## src/rtl/fetch_predict_stage.sv

```systemverilog
// Fetch stage with a direct-mapped BTB (2-bit counters) and the IF/ID pipeline register.
// Mispredicts resolved in Execute redirect PCF on the following edge.
module fetch_predict_stage #(
    parameter int          BTB_ENTRIES = 16,
    parameter int          IDX_W       = 4,
    parameter logic [31:0] RESET_PC    = 32'h0000_0000
) (
    input  logic        CLK,
    input  logic        Reset_n,
    input  logic        StallF,
    input  logic        StallD,
    input  logic        FlushD,
    output logic [31:0] PCF,
    input  logic [31:0] InstrF,
    output logic [31:0] InstrD,
    output logic [31:0] PCD,
    output logic        ValidD,
    output logic        PredTakenD,
    output logic [31:0] PredTargetD,
    input  logic        BrResolveE,
    input  logic [31:0] BrPCE,
    input  logic        BrTakenE,
    input  logic [31:0] BrTargetE,
    input  logic        PredTakenE,
    input  logic [31:0] PredTargetE,
    output logic        MispredictE
);

    localparam int TAG_W = 32 - IDX_W - 2;

    logic             r_btbValid  [BTB_ENTRIES];
    logic [TAG_W-1:0] r_btbTag    [BTB_ENTRIES];
    logic [31:0]      r_btbTarget [BTB_ENTRIES];
    logic [1:0]       r_btbCtr    [BTB_ENTRIES];

    logic [31:0] r_pcF;
    logic [31:0] r_instrD;
    logic [31:0] r_pcD;
    logic        r_validD;
    logic        r_predTakenD;
    logic [31:0] r_predTargetD;

    logic [IDX_W-1:0] w_idxF;
    logic [TAG_W-1:0] w_tagF;
    logic             w_hitF;
    logic             w_predTakenF;
    logic [31:0]      w_predTargetF;
    logic [IDX_W-1:0] w_idxE;
    logic [TAG_W-1:0] w_tagE;
    logic             w_hitE;
    logic [1:0]       w_ctrE;
    logic [1:0]       w_ctrInc;
    logic [1:0]       w_ctrDec;
    logic             w_mispredict;
    logic [31:0]      w_nextPc;

    // Lookup reads the array state before this edge's update, so there is no bypass.
    assign w_idxF        = r_pcF[IDX_W+1:2];
    assign w_tagF        = r_pcF[31:IDX_W+2];
    assign w_hitF        = r_btbValid[w_idxF] && (r_btbTag[w_idxF] == w_tagF);
    assign w_predTakenF  = w_hitF && r_btbCtr[w_idxF][1];
    assign w_predTargetF = r_btbTarget[w_idxF];

    assign w_idxE   = BrPCE[IDX_W+1:2];
    assign w_tagE   = BrPCE[31:IDX_W+2];
    assign w_hitE   = r_btbValid[w_idxE] && (r_btbTag[w_idxE] == w_tagE);
    assign w_ctrE   = r_btbCtr[w_idxE];
    assign w_ctrInc = (w_ctrE == 2'b11) ? 2'b11 : w_ctrE + 2'b01;
    assign w_ctrDec = (w_ctrE == 2'b00) ? 2'b00 : w_ctrE - 2'b01;

    assign w_mispredict = BrResolveE &&
                          ((BrTakenE != PredTakenE) ||
                           (BrTakenE && (BrTargetE != PredTargetE)));

    always_comb begin
        w_nextPc = r_pcF + 32'd4;
        if (w_mispredict) begin
            w_nextPc = BrTakenE ? BrTargetE : BrPCE + 32'd4;
        end else if (StallF) begin
            w_nextPc = r_pcF;
        end else if (w_predTakenF) begin
            w_nextPc = w_predTargetF;
        end
    end

    always_ff @(posedge CLK or negedge Reset_n) begin
        if (!Reset_n) begin
            r_pcF <= RESET_PC;
        end else begin
            r_pcF <= w_nextPc;
        end
    end

    // Flush takes precedence over stall; a bubble still records the PC it replaced.
    always_ff @(posedge CLK or negedge Reset_n) begin
        if (!Reset_n) begin
            r_instrD      <= '0;
            r_pcD         <= '0;
            r_validD      <= 1'b0;
            r_predTakenD  <= 1'b0;
            r_predTargetD <= '0;
        end else if (FlushD) begin
            r_instrD      <= '0;
            r_pcD         <= r_pcF;
            r_validD      <= 1'b0;
            r_predTakenD  <= 1'b0;
            r_predTargetD <= '0;
        end else if (!StallD) begin
            r_instrD      <= InstrF;
            r_pcD         <= r_pcF;
            r_validD      <= 1'b1;
            r_predTakenD  <= w_predTakenF;
            r_predTargetD <= w_predTargetF;
        end
    end

    // Training ignores pipeline stalls/flushes; a taken miss evicts whatever shares the index.
    always_ff @(posedge CLK or negedge Reset_n) begin
        if (!Reset_n) begin
            for (int i = 0; i < BTB_ENTRIES; i++) begin
                r_btbValid[i]  <= 1'b0;
                r_btbTag[i]    <= '0;
                r_btbTarget[i] <= '0;
                r_btbCtr[i]    <= 2'b01;
            end
        end else if (BrResolveE) begin
            if (BrTakenE) begin
                if (w_hitE) begin
                    r_btbCtr[w_idxE]    <= w_ctrInc;
                    r_btbTarget[w_idxE] <= BrTargetE;
                end else begin
                    r_btbValid[w_idxE]  <= 1'b1;
                    r_btbTag[w_idxE]    <= w_tagE;
                    r_btbTarget[w_idxE] <= BrTargetE;
                    r_btbCtr[w_idxE]    <= 2'b10;
                end
            end else if (w_hitE) begin
                r_btbCtr[w_idxE] <= w_ctrDec;
            end
        end
    end

    assign PCF         = r_pcF;
    assign InstrD      = r_instrD;
    assign PCD         = r_pcD;
    assign ValidD      = r_validD;
    assign PredTakenD  = r_predTakenD;
    assign PredTargetD = r_predTargetD;
    assign MispredictE = w_mispredict;

endmodule
```

## config.mk

```make
export PLATFORM = sky130hd
export DESIGN_NAME = fetch_predict_stage
export DESIGN_NICKNAME = d
export VERILOG_FILES = /design/src/rtl/fetch_predict_stage.sv
export SDC_FILE = /design/constraint.sdc
export NUM_CORES = 2
export LEC_CHECK = 0
export CAP_MARGIN = 20
export CORE_MARGIN = 5
export CORE_UTILIZATION = 29
export DETAILED_ROUTE_END_ITERATION = 10
export GPL_TIMING_DRIVEN = 0
export PLACE_DENSITY = 0.5
export SLEW_MARGIN = 20
export SYNTH_ARGS = -nofsm -noshare
export SYNTH_HDL_FRONTEND = slang
export SYNTH_SLANG_ARGS = --single-unit
```

## constraint.sdc

```tcl
create_clock -name CLK -period 3.4 [get_ports CLK]
set_input_delay 0.68 -clock CLK [delete_from_list [all_inputs] [get_ports CLK]]
set_output_delay 0.68 -clock CLK [all_outputs]
set_load 0.01 [all_outputs]
```

==> reports/results.tsv <==
stage	metric	value	unit
clock_network	cts_made_buffers	131	
pwr	power_frac_comb	0.306	
final_layout	nFillCells	18460	
die	fp-row-count	162	
detailed_routing	via_per_inst	5.586	
die	die-area	0.2050	mm²
synth	ys_warn_count	0	
synth	netlist_area	0.05686	mm²
min_path	min_path_type	input port to flop	
placed_design	placed_area	0.06307	mm²
sta	fin_tns_setup	-128.39	ns
clock_network	h-tree-depth	4	
sta	tightestPinTransition	1.240	ns
clock_network	clock_path_buffers	3	
synth	synth_top_area_cell	dfrtp_1	
setup_path	cp_data_required_time	3.99	ns
pwr	p_clk_frac	0.321	
detailed_routing	drc	0	
status	status	finished, violations left	
sta	worst_hold_slack	0.3166	ns
detailed_routing	ant_nets	0	
pwr	p_int	31.23	mW
final_layout	area_delta_synth_final	31.67	%
run	maxCapViolCount	0	
global_routing	gr-usage-all-layers	0.2357	
pwr	netSwitchingFraction	0.3277	
setup_path	path_cells	buf_12 -> buf_16 -> buf_4 -> mux4_2 -> mux2i_2 -> nor3_1 -> nor3_1 -> and3_1 -> nand4_1 -> a2111o_1 -> buf_8 -> mux2i_2 -> o221ai_4	
synth	seq_area_frac_synth	0.4871	
placed_design	gp_congestion	0.9660	
sta	relSlewSlack	0.1735	
clock_network	root_buffer	clkbuf_16	
synth	syn-num-nets	4201	
sta	fmax	252.7	MHz
final_layout	mostFrequentLayoutCells	1087 x dfrtp_1, 580 x mux2_2, 391 x mux2_4	
synth	avgSynthCellArea	14.01	µm²
synth	synthTopCellsByArea	dfrtp_1 48%, mux2_2 19%, mux4_2 14%	
detailed_routing	vias	41490	
sta	finalCritPeriodShare	1.164	
synth	ys_types	79	
sta	fin_skew	0.05457	ns
setup_path	criticalPathCategory	flop to flop	
pwr	p_leak	32.93	nW
die	ios	267	
global_routing	grt_pass1_vias	41030	
sta	setup_viol	505	
pwr	peakVddDrop	0.0003986	V
final_layout	layout.nets	4826	
status	violations	setup timing	
detailed_routing	first_pass_iters	8	
synth	synth_async_sr_flop_share	1.000	
final_layout	mostFrequentLayoutCell	dfrtp_1	
global_routing	grt.overflow.total	0	
synth	yosysTopAreaCellShare	0.4797	
die	die_h	452.8	µm
final_layout	fin_util	0.3840	
pwr	p_per_area	620.3	mW/mm²
pwr	seqPwrFrac	0.374	
detailed_routing	drt-total-wl	256000	µm
setup_path	cp-end-kind	flop	
sta	fin_crit	3.957	ns
final_layout	final_cell_area	0.07487	mm²
sta	final_hold_viol_count	0	
pwr	p_total	46.44	mW
clock_network	cts.sinks	1106	
synth	synth-seq-cells	1106	
die	core-area	0.1950	mm²
synth	synth-edff-count	0	
global_routing	grt_pass1_wl	339100	µm
detailed_routing	initialDrtViolationCount	4415	
global_routing	grt_max_degree	145	
sta	slew_violations	0	
setup_path	crit_fanout	8	
die	initial_core_util	0.2916	
final_layout	drive_gt1_frac	0.4669	
clock_network	insertion_delay	0.82	ns
setup_path	crit_arrival	4.55	ns
setup_path	slowest_delay	0.52	ns
detailed_routing	wl_per_cell	34.46	µm
sta	rsz0062_at_grt	yes	
synth	yosys_most_used_dff	dfrtp_1	
global_routing	antenna_found_initial	23	
synth	synthCells	4060	
sta	setup_slack	-0.5567	ns
die	die_w	452.8	µm
placed_design	hpwl	172500	µm
placed_design	port-buffer-count	228	
clock_network	clk_transition_reported_paths	0.06	ns
setup_path	worst_setup_path_start_kind	flop	
clock_network	cts_tree	built	
pwr	p_sw	15.22	mW
setup_path	slowest_stage	dfrtp_2	
[through the flow]
step | setup WS, ns | instances
after floorplan | -0.2690 | 4060
after global placement | -51.42 | 6912
after detailed placement | -3.408 | 6924
after CTS | -0.4999 | 7256
after global routing | -0.5883 | 7421
final | -0.5567 | 7428
[synth_stat cells (all sizes together) (31+ instances only)]
cell and instances:
nor2 155, dfrtp 1090, nand3 89, mux2 971, mux2i 174, xnor2 92
inv 44, xor2 31, a21oi 51, nand2 120, clkbuf 247, o21ai 51
buf 151, nor3 51, mux4 364, nand4 32
[critical path: cells and delay by family, from the launching register on]
family	cells	cell delay [ns]
compound gates	2	0.62
buf+inv	4	0.69
flops	1	0.52
mux	3	1.22
simple gates	4	0.66
[final cells by class]
class	count	area, µm²	area share
well taps	2624	3283	0.04385
clock buffers	205	3966	0.05298
inverters	45	198.9	0.002657
repair buffers	492	5812	0.07762
clock inverters	36	600.6	0.008022
diodes	11	27.53	0.0003677
flip-flops and latches	1106	27700	0.3700
plain buffers	394	3493	0.04666
multi-input cells	2515	29790	0.3979
[path summary, 6_finish.rpt]
kind	start	end	slack, ns	cells after the start
max	PCF[3]$_DFFE_PN0P_	PCF[18]$_DFFE_PN0P_	-0.56	13
min	StallD	PredTakenD$_DFFE_PN0P_	0.32	3
max reg2reg	PCF[3]$_DFFE_PN0P_	PCF[18]$_DFFE_PN0P_	-0.56	13
min reg2reg	PCD[9]$_DFFE_PN0P_	PCD[9]$_DFFE_PN0P_	0.49	2
max in group asynchronous	Reset_n	r_btbTarget[457]$_DFFE_PN0P_	0.38	6
min in group asynchronous	Reset_n	r_btbTag[176]$_DFFE_PN0P_	0.61	3
[registers in the layout, indices dropped and copies added, names as in the netlist]
name	cells
InstrD	32
PCD	32
PCF	32
PredTakenD	1
PredTargetD	32
ValidD	1
r_btbCtr	32
r_btbTag	416
r_btbTarget	512
r_btbValid	16
[kinds of logic (layout without fill, tap and decap cells)]
group	count (synthesis)	after routing	synth area share
compound gates	278	278	0.03413
xor+xnor	123	123	0.01895
fa+ha+maj	7	7	0.001452
buf+inv	443	1172	0.03551
flops	1106	1106	0.4871
mux	1509	1509	0.3671
other cells	0	11	0
simple gates	594	598	0.05578
[layer usage]
layer | wire (µm) | vias to the layer above | global-route usage
met5 | 0 | - | 0
met4 | 16850 | 0 | 0.1282
met3 | 21560 | 614 | 0.04896
met2 | 117700 | 2055 | 0.3725
met1 | 99910 | 22320 | 0.3036
li1 | - | 16500 | -
[power by group through the flow]
stage	logic, mW	registers (mW)	clock network [mW]
floorplan	7.12	16.9	0
global placement	11.8	17.5	0
detailed placement	12.1	17.4	0
CTS	13.1	17.2	15.1
global route	14.6	17.6	15.6
finish	14.2	17.4	14.9
[repair_timing]
item,in CTS,in global routing
gates resized for setup,588,631
setup endpoints to repair,1042,852
hold buffers,2,0
hold endpoints to repair,94,0
cloned,9,33
buffers inserted,81,134
pin swaps,18,49
No activity file was read; power rests on OpenSTA's default activity.
